$ cat src/rtl/trace_pkg.sv
// Shared types for the address trace encoder and anything that reads its records.
package trace_pkg;

  localparam int ADDR_W = 31;
  localparam int REC_W  = ADDR_W + 1;

  typedef enum logic [1:0] {
    IDLE  = 2'd0,
    RUN   = 2'd1,
    DRAIN = 2'd2,
    DONE  = 2'd3
  } state_e;

  // One trace record: the first record of a run carries the absolute address.
  typedef struct packed {
    logic              first;
    logic [ADDR_W-1:0] delta;
  } trace_rec_t;

endpackage

$ cat src/rtl/addr_trace_encoder_if.sv
// Address input stream and record output stream of the trace encoder.
interface addr_trace_encoder_if;
  import trace_pkg::*;

  logic              addr_valid_41;
  logic              addr_ready_41;
  logic [ADDR_W-1:0] addr_41;
  logic              delta_valid_41;
  logic              delta_ready_41;
  logic [ADDR_W-1:0] delta_41;
  logic              first_41;

  // Address producer and record consumer side.
  modport master (
    output addr_valid_41, addr_41, delta_ready_41,
    input  addr_ready_41, delta_valid_41, delta_41, first_41
  );

  // Encoder side.
  modport slave (
    input  addr_valid_41, addr_41, delta_ready_41,
    output addr_ready_41, delta_valid_41, delta_41, first_41
  );

endinterface

$ cat src/rtl/trace_fifo.sv
// Synchronous FIFO with a registered head word; a write into an empty FIFO
// shows up on the head one cycle later, and the head holds when empty.
module trace_fifo #(
  parameter int WIDTH = 32,
  parameter int DEPTH = 4
) (
  input  logic                   clk_i,
  input  logic                   rst_ni,
  input  logic                   push_i,
  input  logic [WIDTH-1:0]       data_i,
  input  logic                   pop_i,
  output logic [WIDTH-1:0]       head_o,
  output logic                   full_o,
  output logic                   empty_o,
  output logic [$clog2(DEPTH):0] level_o
);

  localparam int PTR_W = $clog2(DEPTH);
  localparam logic [PTR_W:0] FULL_LVL = (PTR_W+1)'(DEPTH);
  localparam logic [PTR_W:0] ONE_LVL  = (PTR_W+1)'(1);

  logic [WIDTH-1:0] mem_q [DEPTH];
  logic [PTR_W-1:0] wr_ptr_q;
  logic [PTR_W-1:0] rd_ptr_q;
  logic [PTR_W-1:0] rd_next;
  logic [PTR_W:0]   level_q;
  logic [WIDTH-1:0] head_q;
  logic             push_ok;
  logic             pop_ok;

  assign full_o  = (level_q == FULL_LVL);
  assign empty_o = (level_q == '0);
  assign level_o = level_q;
  assign head_o  = head_q;
  assign push_ok = push_i && !full_o;
  assign pop_ok  = pop_i && !empty_o;
  assign rd_next = rd_ptr_q + PTR_W'(1);

  // Storage array; contents need no reset because level_q gates every read.
  always_ff @(posedge clk_i) begin
    if (push_ok) begin
      mem_q[wr_ptr_q] <= data_i;
    end
  end

  // Pointers, occupancy and the registered head word.
  always_ff @(posedge clk_i) begin
    if (!rst_ni) begin
      wr_ptr_q <= '0;
      rd_ptr_q <= '0;
      level_q  <= '0;
      head_q   <= '0;
    end else begin
      if (push_ok) begin
        wr_ptr_q <= wr_ptr_q + PTR_W'(1);
      end
      if (pop_ok) begin
        rd_ptr_q <= rd_next;
      end
      if (push_ok && !pop_ok) begin
        level_q <= level_q + ONE_LVL;
      end else if (!push_ok && pop_ok) begin
        level_q <= level_q - ONE_LVL;
      end
      if (pop_ok && (level_q > ONE_LVL)) begin
        head_q <= mem_q[rd_next];
      end else if (push_ok && (empty_o || (pop_ok && (level_q == ONE_LVL)))) begin
        head_q <= data_i;
      end
    end
  end

endmodule

$ cat src/rtl/addr_trace_encoder.sv
// Turns a stream of absolute addresses into delta records: the first record
// of a run is the absolute address, later ones are the wrapped difference
// from the previous address. Records queue in a small FIFO for the writer.
module addr_trace_encoder
  import trace_pkg::*;
#(
  parameter int DEPTH       = 4,
  parameter int MAX_SAMPLES = 1500000
) (
  input  logic              clk_41,
  input  logic              rst_41,
  input  logic              start_41,
  addr_trace_encoder_if.slave bus,
  output logic [ADDR_W-1:0] count_41,
  output logic              busy_41,
  output logic              done_41
);

  localparam int LVL_W = $clog2(DEPTH) + 1;
  localparam logic [ADDR_W-1:0] MAX_CNT  = ADDR_W'(MAX_SAMPLES);
  localparam logic [LVL_W-1:0]  FULL_LVL = LVL_W'(DEPTH);
  localparam logic [LVL_W-1:0]  ONE_LVL  = LVL_W'(1);

  state_e            state_q, state_d;
  logic [ADDR_W-1:0] prev_addr_q, prev_addr_d;
  logic [ADDR_W-1:0] count_q, count_d;
  logic              first_q, first_d;
  logic              addr_ready_q, addr_ready_d;

  logic              accept;
  logic              pop;
  logic              fifo_full;
  logic              fifo_empty;
  logic [LVL_W-1:0]  fifo_level;
  logic [LVL_W-1:0]  level_next;
  trace_rec_t        push_rec;
  trace_rec_t        head_rec;

  assign accept   = bus.addr_valid_41 && addr_ready_q && !fifo_full && (state_q == RUN);
  assign pop      = bus.delta_ready_41 && !fifo_empty;
  assign push_rec = '{first: first_q, delta: bus.addr_41 - prev_addr_q};

  trace_fifo #(
    .WIDTH (REC_W),
    .DEPTH (DEPTH)
  ) u_fifo (
    .clk_i   (clk_41),
    .rst_ni  (rst_41),
    .push_i  (accept),
    .data_i  (push_rec),
    .pop_i   (pop),
    .head_o  (head_rec),
    .full_o  (fifo_full),
    .empty_o (fifo_empty),
    .level_o (fifo_level)
  );

  // Next state, run bookkeeping, and the registered ready that looks one
  // edge ahead at the FIFO occupancy so it never depends on delta_ready.
  always_comb begin
    state_d     = state_q;
    prev_addr_d = prev_addr_q;
    count_d     = count_q;
    first_d     = first_q;
    level_next  = fifo_level;

    if (accept && !pop) begin
      level_next = fifo_level + ONE_LVL;
    end else if (!accept && pop) begin
      level_next = fifo_level - ONE_LVL;
    end

    case (state_q)
      IDLE, DONE: begin
        if (start_41) begin
          state_d     = RUN;
          prev_addr_d = '0;
          count_d     = '0;
          first_d     = 1'b1;
        end
      end
      RUN: begin
        if (accept) begin
          prev_addr_d = bus.addr_41;
          count_d     = count_q + ADDR_W'(1);
          first_d     = 1'b0;
          if (count_d == MAX_CNT) begin
            state_d = DRAIN;
          end
        end
      end
      DRAIN: begin
        if (fifo_empty) begin
          state_d = DONE;
        end
      end
      default: state_d = IDLE;
    endcase

    addr_ready_d = (state_d == RUN) && (level_next != FULL_LVL);
  end

  // State and run registers with synchronous active-low reset.
  always_ff @(posedge clk_41) begin
    if (!rst_41) begin
      state_q      <= IDLE;
      prev_addr_q  <= '0;
      count_q      <= '0;
      first_q      <= 1'b0;
      addr_ready_q <= 1'b0;
    end else begin
      state_q      <= state_d;
      prev_addr_q  <= prev_addr_d;
      count_q      <= count_d;
      first_q      <= first_d;
      addr_ready_q <= addr_ready_d;
    end
  end

  assign bus.addr_ready_41  = addr_ready_q;
  assign bus.delta_valid_41 = !fifo_empty;
  assign bus.delta_41       = head_rec.delta;
  assign bus.first_41       = head_rec.first;
  assign count_41           = count_q;
  assign busy_41            = (state_q == RUN) || (state_q == DRAIN);
  assign done_41            = (state_q == DONE);

endmodule

$ cat src/flat_wrapper.sv
// flat-port wrapper written by rule: the top's interface ports become plain ports
module addr_trace_encoder_flat import trace_pkg::*;
#(
  parameter int DEPTH       = 4,
  parameter int MAX_SAMPLES = 1500000
)
  (clk_41, rst_41, start_41, count_41, busy_41, done_41, bus_addr_valid_41, bus_addr_41, bus_delta_ready_41, bus_addr_ready_41, bus_delta_valid_41, bus_delta_41, bus_first_41);
  addr_trace_encoder_if bus_i ();
  input  logic clk_41;
  input  logic rst_41;
  input  logic start_41;
  output logic [ADDR_W-1:0] count_41;
  output logic busy_41;
  output logic done_41;
  input wire logic [$bits(bus_i.addr_valid_41)-1:0] bus_addr_valid_41;
  input wire logic [$bits(bus_i.addr_41)-1:0] bus_addr_41;
  input wire logic [$bits(bus_i.delta_ready_41)-1:0] bus_delta_ready_41;
  output wire logic [$bits(bus_i.addr_ready_41)-1:0] bus_addr_ready_41;
  output wire logic [$bits(bus_i.delta_valid_41)-1:0] bus_delta_valid_41;
  output wire logic [$bits(bus_i.delta_41)-1:0] bus_delta_41;
  output wire logic [$bits(bus_i.first_41)-1:0] bus_first_41;
  assign bus_i.addr_valid_41 = bus_addr_valid_41;
  assign bus_i.addr_41 = bus_addr_41;
  assign bus_i.delta_ready_41 = bus_delta_ready_41;
  assign bus_addr_ready_41 = bus_i.addr_ready_41;
  assign bus_delta_valid_41 = bus_i.delta_valid_41;
  assign bus_delta_41 = bus_i.delta_41;
  assign bus_first_41 = bus_i.first_41;
  addr_trace_encoder #(.DEPTH(DEPTH), .MAX_SAMPLES(MAX_SAMPLES)) u_core (.clk_41(clk_41), .rst_41(rst_41), .start_41(start_41), .bus(bus_i), .count_41(count_41), .busy_41(busy_41), .done_41(done_41));
endmodule
$ cat config.mk
export PLATFORM = sky130hd
export DESIGN_NAME = addr_trace_encoder_flat
export DESIGN_NICKNAME = d
export VERILOG_FILES = /design/src/rtl/trace_pkg.sv /design/src/rtl/addr_trace_encoder_if.sv /design/src/rtl/trace_fifo.sv /design/src/rtl/addr_trace_encoder.sv /design/src/flat_wrapper.sv
export SDC_FILE = /design/constraint.sdc
export NUM_CORES = 1
export LEC_CHECK = 0
export BUFFER_PORTS_ARGS = -buffer_cell sky130_fd_sc_hd__clkbuf_2
export CAP_MARGIN = 15
export CORE_ASPECT_RATIO = 0.9
export CORE_MARGIN = 2
export CORE_UTILIZATION = 55
export DETAILED_ROUTE_END_ITERATION = 8
export GPL_ROUTABILITY_DRIVEN = 1
export PLACE_DENSITY = 0.85
export SYNTH_ARGS = -nofsm -noshare
export SYNTH_HDL_FRONTEND = slang
export SYNTH_SLANG_ARGS = --single-unit
$ cat constraint.sdc
create_clock -name clk_41 -period 3.3 [get_ports clk_41]
set_input_delay 0.66 -clock clk_41 [delete_from_list [all_inputs] [get_ports clk_41]]
set_output_delay 0.66 -clock clk_41 [all_outputs]
set_load 0.005 [all_outputs]
# Word level (Yosys, flattened, before mapping)
# Memory sizes are Yosys's and may differ from the RTL's.
# Index checks and enable logic that the tools add are counted.
[word_totals]
ff_bits = 105
ram_bits = 128
output_inout_bits = 67
word_cells = 77
n_memories = 1
[memory_table]
columns = ["memory", "words", "width", "read_ports", "rd_ports_with_merged_regs", "write_ports", "line", "source"]
rows = [
  ["u_core.u_fifo.mem_q", 4, 32, 1, 0, 1, "trace_fifo.sv:22", "logic [WIDTH-1:0] mem_q [DEPTH];"],
]
[classes]
add_sub_neg = 6
n_lt_le_gt_ge = 1
eq_ne = 10
mux = 21
n_reduce_logical = 29
[op_table]
columns = ["cell", "n"]
rows = [
  ["one-hot mux 31 bit (2 select lines)", 2],
  ["two-way mux 31 bit", 3],
  ["two-way mux 32 bit", 2],
  ["adder 31 x 1 -> 31 bit (second input constant)", 1],
  ["equality test 31 x 21 -> 1 bit (second input constant)", 1],
  ["subtractor 31 bit", 1],
  ["logical AND 1 bit", 14],
  ["two-way mux 3 bit", 4],
  ["two-way mux 2 bit", 4],
  ["logical NOT 1 bit", 6],
  ["one-hot mux 2 bit (3 select lines)", 1],
  ["nonzero test 2 bit", 3],
  ["adder 2 x 1 -> 2 bit (second input constant)", 2],
  ["equality test 2 x 1 -> 1 bit (second input constant)", 2],
  ["equality test 2 bit (second input constant)", 2],
  ["two-way mux 1 bit", 4],
  ["adder 3 x 1 -> 3 bit (second input constant)", 1],
  ["equality test 3 x 1 -> 1 bit (second input constant)", 1],
  ["equality test 3 bit (second input constant)", 1],
  ["greater-than comparator 3 x 1 -> 1 bit (second input constant)", 1],
  ["logical NOT 3 bit", 1],
  ["inequality test 3 bit (second input constant)", 1],
  ["AND reduction 3 bit", 1],
  ["subtractor 3 x 1 -> 3 bit (second input constant)", 1],
  ["6 further kinds", 7],
]

# Logic depth before layout (Yosys ltp)
# Gate-level depths: netlist (run 1).
[depth]
ltp_word = 10
depth_mapped = 11
depth_no_buf = 11

# By module
# From an unflattened synthesis (run 1), not the netlist that was laid out.
[hier_totals]
hier_cells = 1103
area_unflattened_um2 = 11623.6
[modules_own_cells]
columns = ["module", "instances", "cells_each", "area_each_um2"]
rows = [
  ["trace_fifo", 1, 405, 6615.1],
  ["addr_trace_encoder", 1, 698, 5008.6],
]

# Least setup slack after synthesis (run 1)
# No wires, ideal clock.
[synth_path]
kind = "input to register"
startpoint = "in bus_addr_41[0]"
endpoint = "mem u_core.u_fifo.mem_q[0][30], data pin"
setup_ns = 0.284
arrival_ns = 2.547
t_required_ns = 3.016
setup_slack_ns = 0.469
stages = 10
path_cell_list = "inv_1 ha_1 fa_1 nor2b_1 o31a_1 o211ai_1 a21oi_1 o21ai_1 o31ai_1 xnor2_1"
[synth_lines]
columns = ["element", "line", "source"]
rows = [
  ["start, declared", "flat_wrapper.sv:16", "input wire logic [$bits(bus_i.addr_41)-1:0] bus_addr_41;"],
  ["end, declared", "trace_fifo.sv:22", ""],
]

# Worst setup path in the final report (run 1)
[layout_path]
startpoint = "reg u_core.count_q[8], in the netlist u_core.count_41[8]"
endpoint = "reg u_core.addr_ready_q, in the netlist u_core.bus.addr_ready_41"
[layout_via]
elab_chain_len = 7
[layout_lines]
columns = ["element", "line", "source"]
rows = [
  ["start, declared", "addr_trace_encoder.sv:26", "logic [ADDR_W-1:0] count_q, count_d;"],
  ["start signal, assigned", "addr_trace_encoder.sv:114", "count_q <= count_d;"],
  ["adder 31 x 1 -> 31 bit", "addr_trace_encoder.sv:85", "count_d = count_q + ADDR_W'(1);"],
  ["equality test 31 x 21 -> 1 bit", "addr_trace_encoder.sv:87", "if (count_d == MAX_CNT) begin"],
  ["two-way mux 2 bit", "addr_trace_encoder.sv:87", ""],
  ["two-way mux 2 bit", "addr_trace_encoder.sv:83", "if (accept) begin"],
  ["one-hot mux 2 bit (3 select lines)", "addr_trace_encoder.sv:73", "case (state_q)"],
  ["equality test 2 x 1 -> 1 bit", "addr_trace_encoder.sv:100", "addr_ready_d = (state_d == RUN) && (level_next != FULL_LVL);"],
  ["logical AND 1 bit", "addr_trace_encoder.sv:100", ""],
  ["end signal, assigned", "addr_trace_encoder.sv:116", "addr_ready_q <= addr_ready_d;"],
  ["end, declared", "addr_trace_encoder.sv:28", "logic addr_ready_q, addr_ready_d;"],
]
# Every way passes these cells.
# A chain may end at the register's enable or synchronous reset.

==> reports/results.txt, run 1 <==
Via density: 6.31
Post-synth EDFFs: 128
post-route ant nets: 0
worst vdd ir: 0.358 mV
CTS Buffer Depth: 3
Syn Nets: 1185
setup bufs post-CTS: 0
share of power burned in registers: 41.3%
async set-reset flop share out of synthesis: 0%
NetSw: 2.63 mW
Mean Syn Cell Area: 10.4 um^2
Post-Syn Instances: 1105
top_reg_cell synth: edfxtp_1
RSZ-0062 raised after global routing: no
Die Area: 0.0221 mm^2
Pins Over Slew Limit: 0
Cell Pwr Density: 642 mW/mm^2
crit share post-route: 94.8%
Inserted Clock Buffers: 24
DR iter-0 viols: 1084
vias in the first global route: 8706
IO Pins: 103
mux share of post-synthesis cell area: 6.72%
Max Cap Viol: 0
die width: 156 um
fill count: 1493
post-route cell area: 0.0133 mm^2
design internal power: 5.93 mW
clock power share: 34.1%
CORE AREA: 0.0206 mm^2
Slew @ Worst Pin: 1.11 ns
Initial DRT Pass Iterations: 5
Slew headroom: 25.3%
grt ovf: 0
crit start category: flop
Arr. time, crit path: 3.54 ns
Comb pwr share: 24.6%
Yosys cell types: 65
Post-DP Area: 0.0125 mm^2
xor/xnor share of the synthesized area: 3.35%
compound-cell area share of the yosys netlist: 13.2%
Final HPWL DP: 19.6 mm
Buffers on Ports: 102
synth warn: 0
row cnt: 50
final setup fails: 0
TritonCTS clock tree: built
drt wl/cell: 19.8 um
most frequent cells in the layout: edfxtp_1, nand2_1, a21oi_1
largest family of logic cells by synthesized area: simple AND/OR/NAND/NOR gates
most common cell after layout, fill and taps aside: edfxtp_1
status: finished, final reports clean
Root Buffer: clkbuf_16
Yosys reg bits: 233
highest clock rate: 0.319 GHz
htree depth: 1
sequential share of the synthesized area: 51.7%
Crit Path Class: reg2reg
drt total wl: 29.7 mm
Die Height: 141 um
Starting Density: 55.7%
simple-gate area share of the yosys netlist: 16.2%
Mapped Area: 0.0115 mm^2
Synth Area in Adders: 4.85%
clk sink count: 233
Remaining DRCs: 0
Worst-path clk slew: 0.06 ns
sw frac: 30.7%
final total power: 8.55 mW
Skew-Pair Late Insertion Delay: 0.52 ns
GPL Wtd Cong: 0.899
worst-case clock skew: 0.0113 ns
largest net degree at the start of global routing: 56
Worst EP required: 3.71 ns
GRT Overall Usage: 26.5%
post-CTS sizing: 0
post-layout util: 64.5%
share of post-route cells with drive strength above 1: 19.7%
Final Net Count: 1298
critical path fanouts, max: 9
min Tclk post-route: 3.13 ns
total leakage power: 4.81 nW
hold buffers post-CTS: 0
worst hold path type: in2reg
antenna diode instance count: 0
final hold viol count: 0
initial antenna violation count: 0
CP Capture Type: flop
first-pass GRT wire length: 46.3 mm
DR vias: 9445
Area Overhead vs Synth: 15.9%
power by group through the flow:
stage | logic (mW) | registers (mW) | clock network (mW)
detailed placement | 2.03 | 3.59 | 0
global placement | 1.94 | 3.58 | 0
global route | 2.28 | 3.55 | 3.04
floorplan | 1.38 | 3.51 | 0
CTS | 2.07 | 3.53 | 2.94
finish | 2.10 | 3.53 | 2.92
final cells by class:
type                    instances  area (um^2)  area share [%]
inverters                      50          188            1.41
clock inverters                15          179            1.34
repair buffers                152          886            6.65
flip-flops and latches        233         5950            44.7
well taps                     260          325            2.44
multi-input cells             757         5110            38.4
clock buffers                  29          682            5.12
synth_stat cells (all sizes together), types with 3 or more instances:
master | count | area (um^2)
edfxtp | 128 | 3840
nand2 | 126 | 475
a21oi | 108 | 541
dfxtp | 105 | 2100
nor2 | 88 | 330
clkbuf | 54 | 205
nand3 | 51 | 268
inv | 50 | 188
ha | 43 | 538
o21ai | 33 | 165
mux4 | 32 | 721
nor3 | 30 | 150
xnor2 | 25 | 219
nand4 | 23 | 144
a22oi | 22 | 165
xor2 | 19 | 166
or3 | 15 | 93.8
a21o | 11 | 82.6
buf | 11 | 53.8
and3 | 10 | 62.6
and2 | 9 | 56.3
nor4 | 9 | 92.6
a31oi | 8 | 50.1
o21a | 8 | 60.1
o211ai | 7 | 52.6
o221ai | 6 | 52.6
o31ai | 6 | 45.0
a221oi | 5 | 43.8
or4 | 5 | 37.5
a311oi | 4 | 35.0
and4 | 4 | 35.0
mux2i | 4 | 40.0
nand2b | 4 | 25.0
nor2b | 4 | 25.0
nand4b | 3 | 26.3
o211a | 3 | 30.0
o22ai | 3 | 18.8
or2 | 3 | 18.8
critical path, stage by stage, from the launching register on:
cell	delay, ns
dfxtp_1	0.50
nand4_1	0.31
nor4_1	0.55
nand4_1	0.25
or3_1	0.39
a21o_1	0.21
nor4_2	0.46
o31ai_1	0.14
and4_1	0.22
path summary, 6_finish.rpt:
| kind | startpoint | end | slack, ns | cells after the start |
|---|---|---|---|---|
| hold / removal | bus_addr_41[0] | u_core.prev_addr_q[0] | 0.40 | 3 |
| setup reg to reg | u_core.count_41[8] | u_core.bus.addr_ready_41 | 0.17 | 8 |
| hold reg to reg | u_core.prev_addr_q[14] | u_core.prev_addr_q[14] | 0.45 | 2 |
| setup / recovery | u_core.count_41[8] | u_core.bus.addr_ready_41 | 0.17 | 8 |
flip-flops by register name (all words and copies together) (netlist names):
register,flops
u_core.first_q,1
u_core.u_fifo.mem_q,128
u_core.state_q,2
u_core.u_fifo.wr_ptr_q,2
u_core.u_fifo.head_o,32
u_core.count_41,31
u_core.bus.addr_ready_41,1
u_core.u_fifo.level_o,3
u_core.u_fifo.rd_ptr_q,2
u_core.prev_addr_q,31
per-stage QoR:
stage               std cells  setup slack, ns  setup TNS [ns]  hold slack [ns]
finish                   1496            0.170               0            0.399
global route             1496           0.0152               0            0.420
CTS                      1496            0.261               0            0.396
detailed placement       1452         -0.00572         -0.0228            0.443
global placement         1452            0.149               0            0.438
floorplan                1105            0.469               0            0.432
cell families (layout without fill, tap and decap cells):
logic type | count (synthesis) | in the layout
muxes | 37 | 37
AOI/OAI and AO/OA | 245 | 245
buffers and inverters | 115 | 246
xor gates and xnor gates | 44 | 44
adders and majority gates | 44 | 44
and+or+nand+nor | 387 | 387
DFF | 233 | 233
routing by layer:
layer  wire length, um  vias to the layer above  track usage [%]  share of wire [%]
li1                  -                     4297                -                  -
met5                 0                        -                0                  0
met3              2950                       93             4.70                9.9
met4               822                        0             7.77                2.8
met2             13900                      548             42.4                 47
met1             12100                     4507             37.3                 41
No activity file was read; power rests on OpenSTA's default activity.
==> inputs of run 2 (changes only) <==
--- a/config.mk
+++ b/config.mk
@@ -8,11 +8,11 @@
 export BUFFER_PORTS_ARGS = -buffer_cell sky130_fd_sc_hd__clkbuf_2
 export CAP_MARGIN = 15
 export CORE_ASPECT_RATIO = 0.9
-export CORE_MARGIN = 2
-export CORE_UTILIZATION = 55
+export CORE_UTILIZATION = 60
 export DETAILED_ROUTE_END_ITERATION = 8
 export GPL_ROUTABILITY_DRIVEN = 1
-export PLACE_DENSITY = 0.85
+export PLACE_DENSITY = 0.9
+export REMOVE_ABC_BUFFERS = 1
 export SYNTH_ARGS = -nofsm -noshare
 export SYNTH_HDL_FRONTEND = slang
 export SYNTH_SLANG_ARGS = --single-unit
==> reports/results.txt, run 2 (synthesis gave the netlist of run 1 again) <==
highest clock rate: 0.321 GHz
DR iter-0 viols: 857
drt total wl: 30.6 mm
Final Net Count: 1283
RSZ-0062 raised after global routing: no
first-pass GRT wire length: 48.2 mm
initial antenna violation count: 0
Setup crit end: u_core.bus.addr_ready_41
DR vias: 9481
worst vdd ir: 0.671 mV
Inserted Clock Buffers: 24
Pins Over Slew Limit: 0
Max Cap Viol: 0
status: finished, final reports clean
Crit Path Class: reg2reg
CP peak stage delay: 0.52 ns
Root Buffer: clkbuf_16
TritonCTS clock tree: built
Register-to-Register Path Depth: 8
Die Area: 0.0197 mm^2
post-route ant nets: 0
Post-Route Setup TNS: 0 ns
GPL Wtd Cong: 0.961
worst-case clock skew: 0.0323 ns
final hold viol count: 0
final setup fails: 0
crit path from: u_core.count_41[5]
Die Height: 133 um
grt ovf: 0
Slowest cell on crit path: or4_1
Worst EP required: 3.70 ns
CTS Buffer Depth: 3
Slew headroom: 49.4%
Final HPWL DP: 19.9 mm
share of post-route cells with drive strength above 1: 18.4%
Crit Reg-Reg Endpoint: u_core.bus.addr_ready_41
CORE AREA: 0.0186 mm^2
worst hold path type: in2reg
setup bufs post-CTS: 0
final total power: 8.48 mW
die width: 148 um
Slew @ Worst Pin: 0.753 ns
Buffers on Ports: 102
post-route cell area: 0.0132 mm^2
antenna diode instance count: 0
Skew-Pair Late Insertion Delay: 0.54 ns
Via density: 6.47
min Tclk post-route: 3.12 ns
most frequent cells in the layout: edfxtp_1, nand2_1, a21oi_1
vias in the first global route: 9303
total leakage power: 4.74 nW
Arr. time, crit path: 3.52 ns
drt wl/cell: 20.9 um
htree depth: 1
Post-DP Area: 0.0124 mm^2
CP Capture Type: flop
most common cell after layout, fill and taps aside: edfxtp_1
max FFs per register: 128
Worst-path clk slew: 0.06 ns
Area Overhead vs Synth: 15.1%
FF-to-FF Start: u_core.count_41[5]
Cell Pwr Density: 641 mW/mm^2
worst path cell trace: nand4_1 -> nor4_4 -> and2_1 -> nor2_1 -> or4_1 -> nor4_2 -> o31ai_1 -> and4_1
crit start category: flop
GRT Overall Usage: 31.3%
clk sink count: 233
critical path fanouts, max: 9
largest register by flop count: u_core.u_fifo.mem_q
row cnt: 47
Initial DRT Pass Iterations: 6
Remaining DRCs: 0
IO Pins: 103
R2R Setup Slk: 0.18 ns
crit share post-route: 94.5%
Starting Density: 61.9%
hold slack: 0.388 ns
largest net degree at the start of global routing: 56
run 2: cell count changes in the layout (fill, tap and decap cells not counted), moves of 2 or more:
cell,change
clkbuf_16,-2
clkbuf_1,+5
buf_4,-19
clkinvlp_4,-2
buf_12,+4
run 2: through the flow:
stage | instances | setup WS (ns) | util, %
6_report | 1465 | 0.180 | 71.2
3_3_place_gp | 1422 | 0.0877 | 66.7
2_1_floorplan | 1040 | -1.51 | -
3_5_place_dp | 1422 | -0.0323 | 66.7
5_1_grt | 1465 | 0.0759 | 71.2
4_1_cts | 1465 | 0.252 | 71.2
run 2: layer usage:
| metal | vias to the layer above | routed length [um] | share of wire, % | global-route usage [%] |
|---|---|---|---|---|
| met2 | 589 | 15100 | 49 | 54.5 |
| met4 | 0 | 1120 | 3.7 | 13.6 |
| met5 | - | 0 | 0 | 0 |
| li1 | 4269 | - | - | - |
| met3 | 113 | 2890 | 9.5 | 5.41 |
| met1 | 4510 | 11400 | 37 | 38.4 |
run 2: worst min-delay path by stage:
stage | start | endpoint | slack [ns] | cells past startpoint
2_1_floorplan | u_core.prev_addr_q[10] | u_core.prev_addr_q[10] | 0.43 | 2
3_3_place_gp | u_core.prev_addr_q[24] | u_core.prev_addr_q[24] | 0.44 | 2
3_5_place_dp | u_core.prev_addr_q[25] | u_core.prev_addr_q[25] | 0.44 | 2
4_1_cts | bus_addr_41[0] | u_core.prev_addr_q[0] | 0.38 | 3
5_1_grt | bus_addr_41[0] | u_core.prev_addr_q[0] | 0.40 | 3
6_report | bus_addr_41[0] | u_core.prev_addr_q[0] | 0.39 | 3
run 2: timing repair:
item | CTS | global route
endpoints found under the setup margin | 0 | 4
resized for setup | 0 | 1
hold buffers | 0 | 0
run 2: cell type report:
class / instances / area, um^2
clock buffer: 32 / 651
timing repair buffer: 137 / 823
fill: 1259 / 5350
sequential: 233 / 5950
inverter: 50 / 189
multi-input combinational: 757 / 5130
clock inverter: 11 / 190
tap: 245 / 307
run 2: where the power goes:
part	switching, mW	total, mW	leakage, nW	internal [mW]
clock network	1.12	2.90	0.412	1.78
logic	1.32	2.07	2.33	0.746
registers	0.149	3.51	2.00	3.36
total	2.59	8.48	4.74	5.89
run 2: critical path, delay by kind of cell, from the launching register on:
family | cells | cell delay (ns)
AND/OR/NAND/NOR | 7 | 2.36
flip-flops | 1 | 0.51
AO/OA/AOI/OAI | 1 | 0.13
==> inputs of run 3 (changes only) <==
--- a/config.mk
+++ b/config.mk
@@ -7,7 +7,7 @@
 export LEC_CHECK = 0
 export BUFFER_PORTS_ARGS = -buffer_cell sky130_fd_sc_hd__clkbuf_2
 export CAP_MARGIN = 15
-export CORE_ASPECT_RATIO = 0.9
+export CORE_ASPECT_RATIO = 1.4
 export CORE_UTILIZATION = 60
 export DETAILED_ROUTE_END_ITERATION = 8
 export GPL_ROUTABILITY_DRIVEN = 1
==> reports/results.txt, run 3 (synthesis gave the netlist of run 1 again) <==
vias in the first global route: 9398
Arr. time, crit path: 3.47 ns
HP Start: bus_addr_41[0]
crit start category: flop
Die Area: 0.0197 mm^2
grt ovf: 0
Final WS setup: 0.231 ns
first-pass GRT wire length: 47.9 mm
antenna diode instance count: 0
row cnt: 59
share of post-route cells with drive strength above 1: 18.8%
DR vias: 9416
Max Cap Viol: 0
Inserted Clock Buffers: 22
drt total wl: 29.7 mm
Worst-path clk slew: 0.07 ns
Register-to-Register Path Depth: 8
total leakage power: 4.70 nW
Initial DRT Pass Iterations: 7
final hold viol count: 0
GPL Wtd Cong: 0.967
Area Overhead vs Synth: 14.2%
max FFs per register: 128
Remaining DRCs: 0
final total power: 8.05 mW
drt wl/cell: 20.2 um
min Tclk post-route: 3.07 ns
crit share post-route: 93.0%
GRT Overall Usage: 30.5%
IO Pins: 103
worst-case clock skew: 0.0147 ns
htree depth: 1
highest clock rate: 0.326 GHz
Pins Over Slew Limit: 0
Via density: 6.41
Final Net Count: 1290
Worst EP required: 3.70 ns
FF-to-FF Start: u_core.count_41[5]
post-route ant nets: 0
largest net degree at the start of global routing: 56
clk sink count: 233
most common cell after layout, fill and taps aside: edfxtp_1
largest register by flop count: u_core.u_fifo.mem_q
Hold Path Depth: 3
CORE AREA: 0.0187 mm^2
status: finished, final reports clean
Crit Path Class: reg2reg
post-route cell area: 0.0131 mm^2
RSZ-0062 raised after global routing: no
Root Buffer: clkbuf_16
Post-DP Area: 0.0124 mm^2
critical path fanouts, max: 9
Starting Density: 61.5%
worst hold path type: in2reg
Slew @ Worst Pin: 0.709 ns
R2R Setup Slk: 0.23 ns
DR iter-0 viols: 828
Slew headroom: 52.4%
Skew-Pair Late Insertion Delay: 0.51 ns
dpl ws: 0.0362 ns
initial antenna violation count: 0
Crit Reg-Reg Endpoint: u_core.bus.addr_ready_41
Cell Pwr Density: 613 mW/mm^2
CTS Buffer Depth: 3
die width: 119 um
Buffers on Ports: 102
worst vdd ir: 0.473 mV
Die Height: 166 um
Hold EP: u_core.prev_addr_q[0]
CP Capture Type: flop
hold slack: 0.411 ns
final setup fails: 0
TritonCTS clock tree: built
most frequent cells in the layout: edfxtp_1, nand2_1, a21oi_1
Final HPWL DP: 19.4 mm
## run 3: cell types whose count changed in the layout (fill, tap and decap cells not counted), sizes merged
cell	before	now
buf	35	44
bufinv	5	1
clkbuf	134	131
clkinvlp	0	2
clkinv	7	8
inv	49	50
## run 3: timing repair
| action | 4_1_cts | 5_1_grt |
|---|---|---|
| setup buffers | 0 | 0 |
| endpoints found under the setup margin | 0 | 1 |
| hold buffers | 0 | 0 |
| resized for setup | 0 | 1 |
## run 3: worst max-delay path by stage
stage	start	endpoint	slack, ns	cells past startpoint
floorplan	u_core.state_q[1]	u_core.count_41[19]	-1.51	8
detailed placement	bus_addr_41[0]	u_core.u_fifo.mem_q[3][30]	0.04	11
global route	u_core.prev_addr_q[15]	u_core.u_fifo.mem_q[1][29]	0.07	10
finish	u_core.count_41[5]	u_core.bus.addr_ready_41	0.23	8
global placement	bus_addr_41[6]	u_core.u_fifo.mem_q[1][29]	0.14	10
CTS	u_core.count_41[5]	u_core.bus.addr_ready_41	0.21	8
## run 3: worst max-delay path: stages (launching register included)
cell	delay (ns)
dfxtp_1	0.53
nand4_1	0.35
nor4_4	0.48
and2_1	0.22
nor2_1	0.05
or4_1	0.55
nor4_4	0.43
o31ai_1	0.14
and4_1	0.21
## run 3: report_power, final
group / leakage (nW) / internal [mW] / switching [mW] / total [mW]
sequential: 2.00 / 3.36 / 0.133 / 3.49
combinational: 2.36 / 0.751 / 1.32 / 2.07
clock: 0.339 / 1.39 / 1.10 / 2.49
total: 4.70 / 5.50 / 2.55 / 8.05
## run 3: layout make-up
cell class / instances / area (um^2)
Sequential cell: 233 / 5950
Fill cell: 1255 / 5550
Multi-Input combinational cell: 757 / 5130
Timing Repair Buffer: 146 / 853
Clock buffer: 29 / 608
Tap cell: 244 / 305
Inverter: 50 / 189
Clock inverter: 11 / 93.8
## run 3: per-stage QoR
step	std cells	TNS [ns]	utilization (%)
finish	1470	0	70.3
global route	1470	0	70.3
CTS	1470	0	70.2
detailed placement	1430	0	66.5
global placement	1430	0	66.5
floorplan	1040	-110.23	-
## run 3: per-layer routing
metal | global-route usage, % | vias to the layer above | share of wire (%) | routed length [um]
met1 | 35.9 | 4521 | 36 | 10600
li1 | - | 4274 | - | -
met2 | 53.6 | 501 | 51 | 15200
met4 | 15.5 | 0 | 4.8 | 1430
met3 | 4.50 | 120 | 8.3 | 2470
met5 | 0 | - | 0 | 0
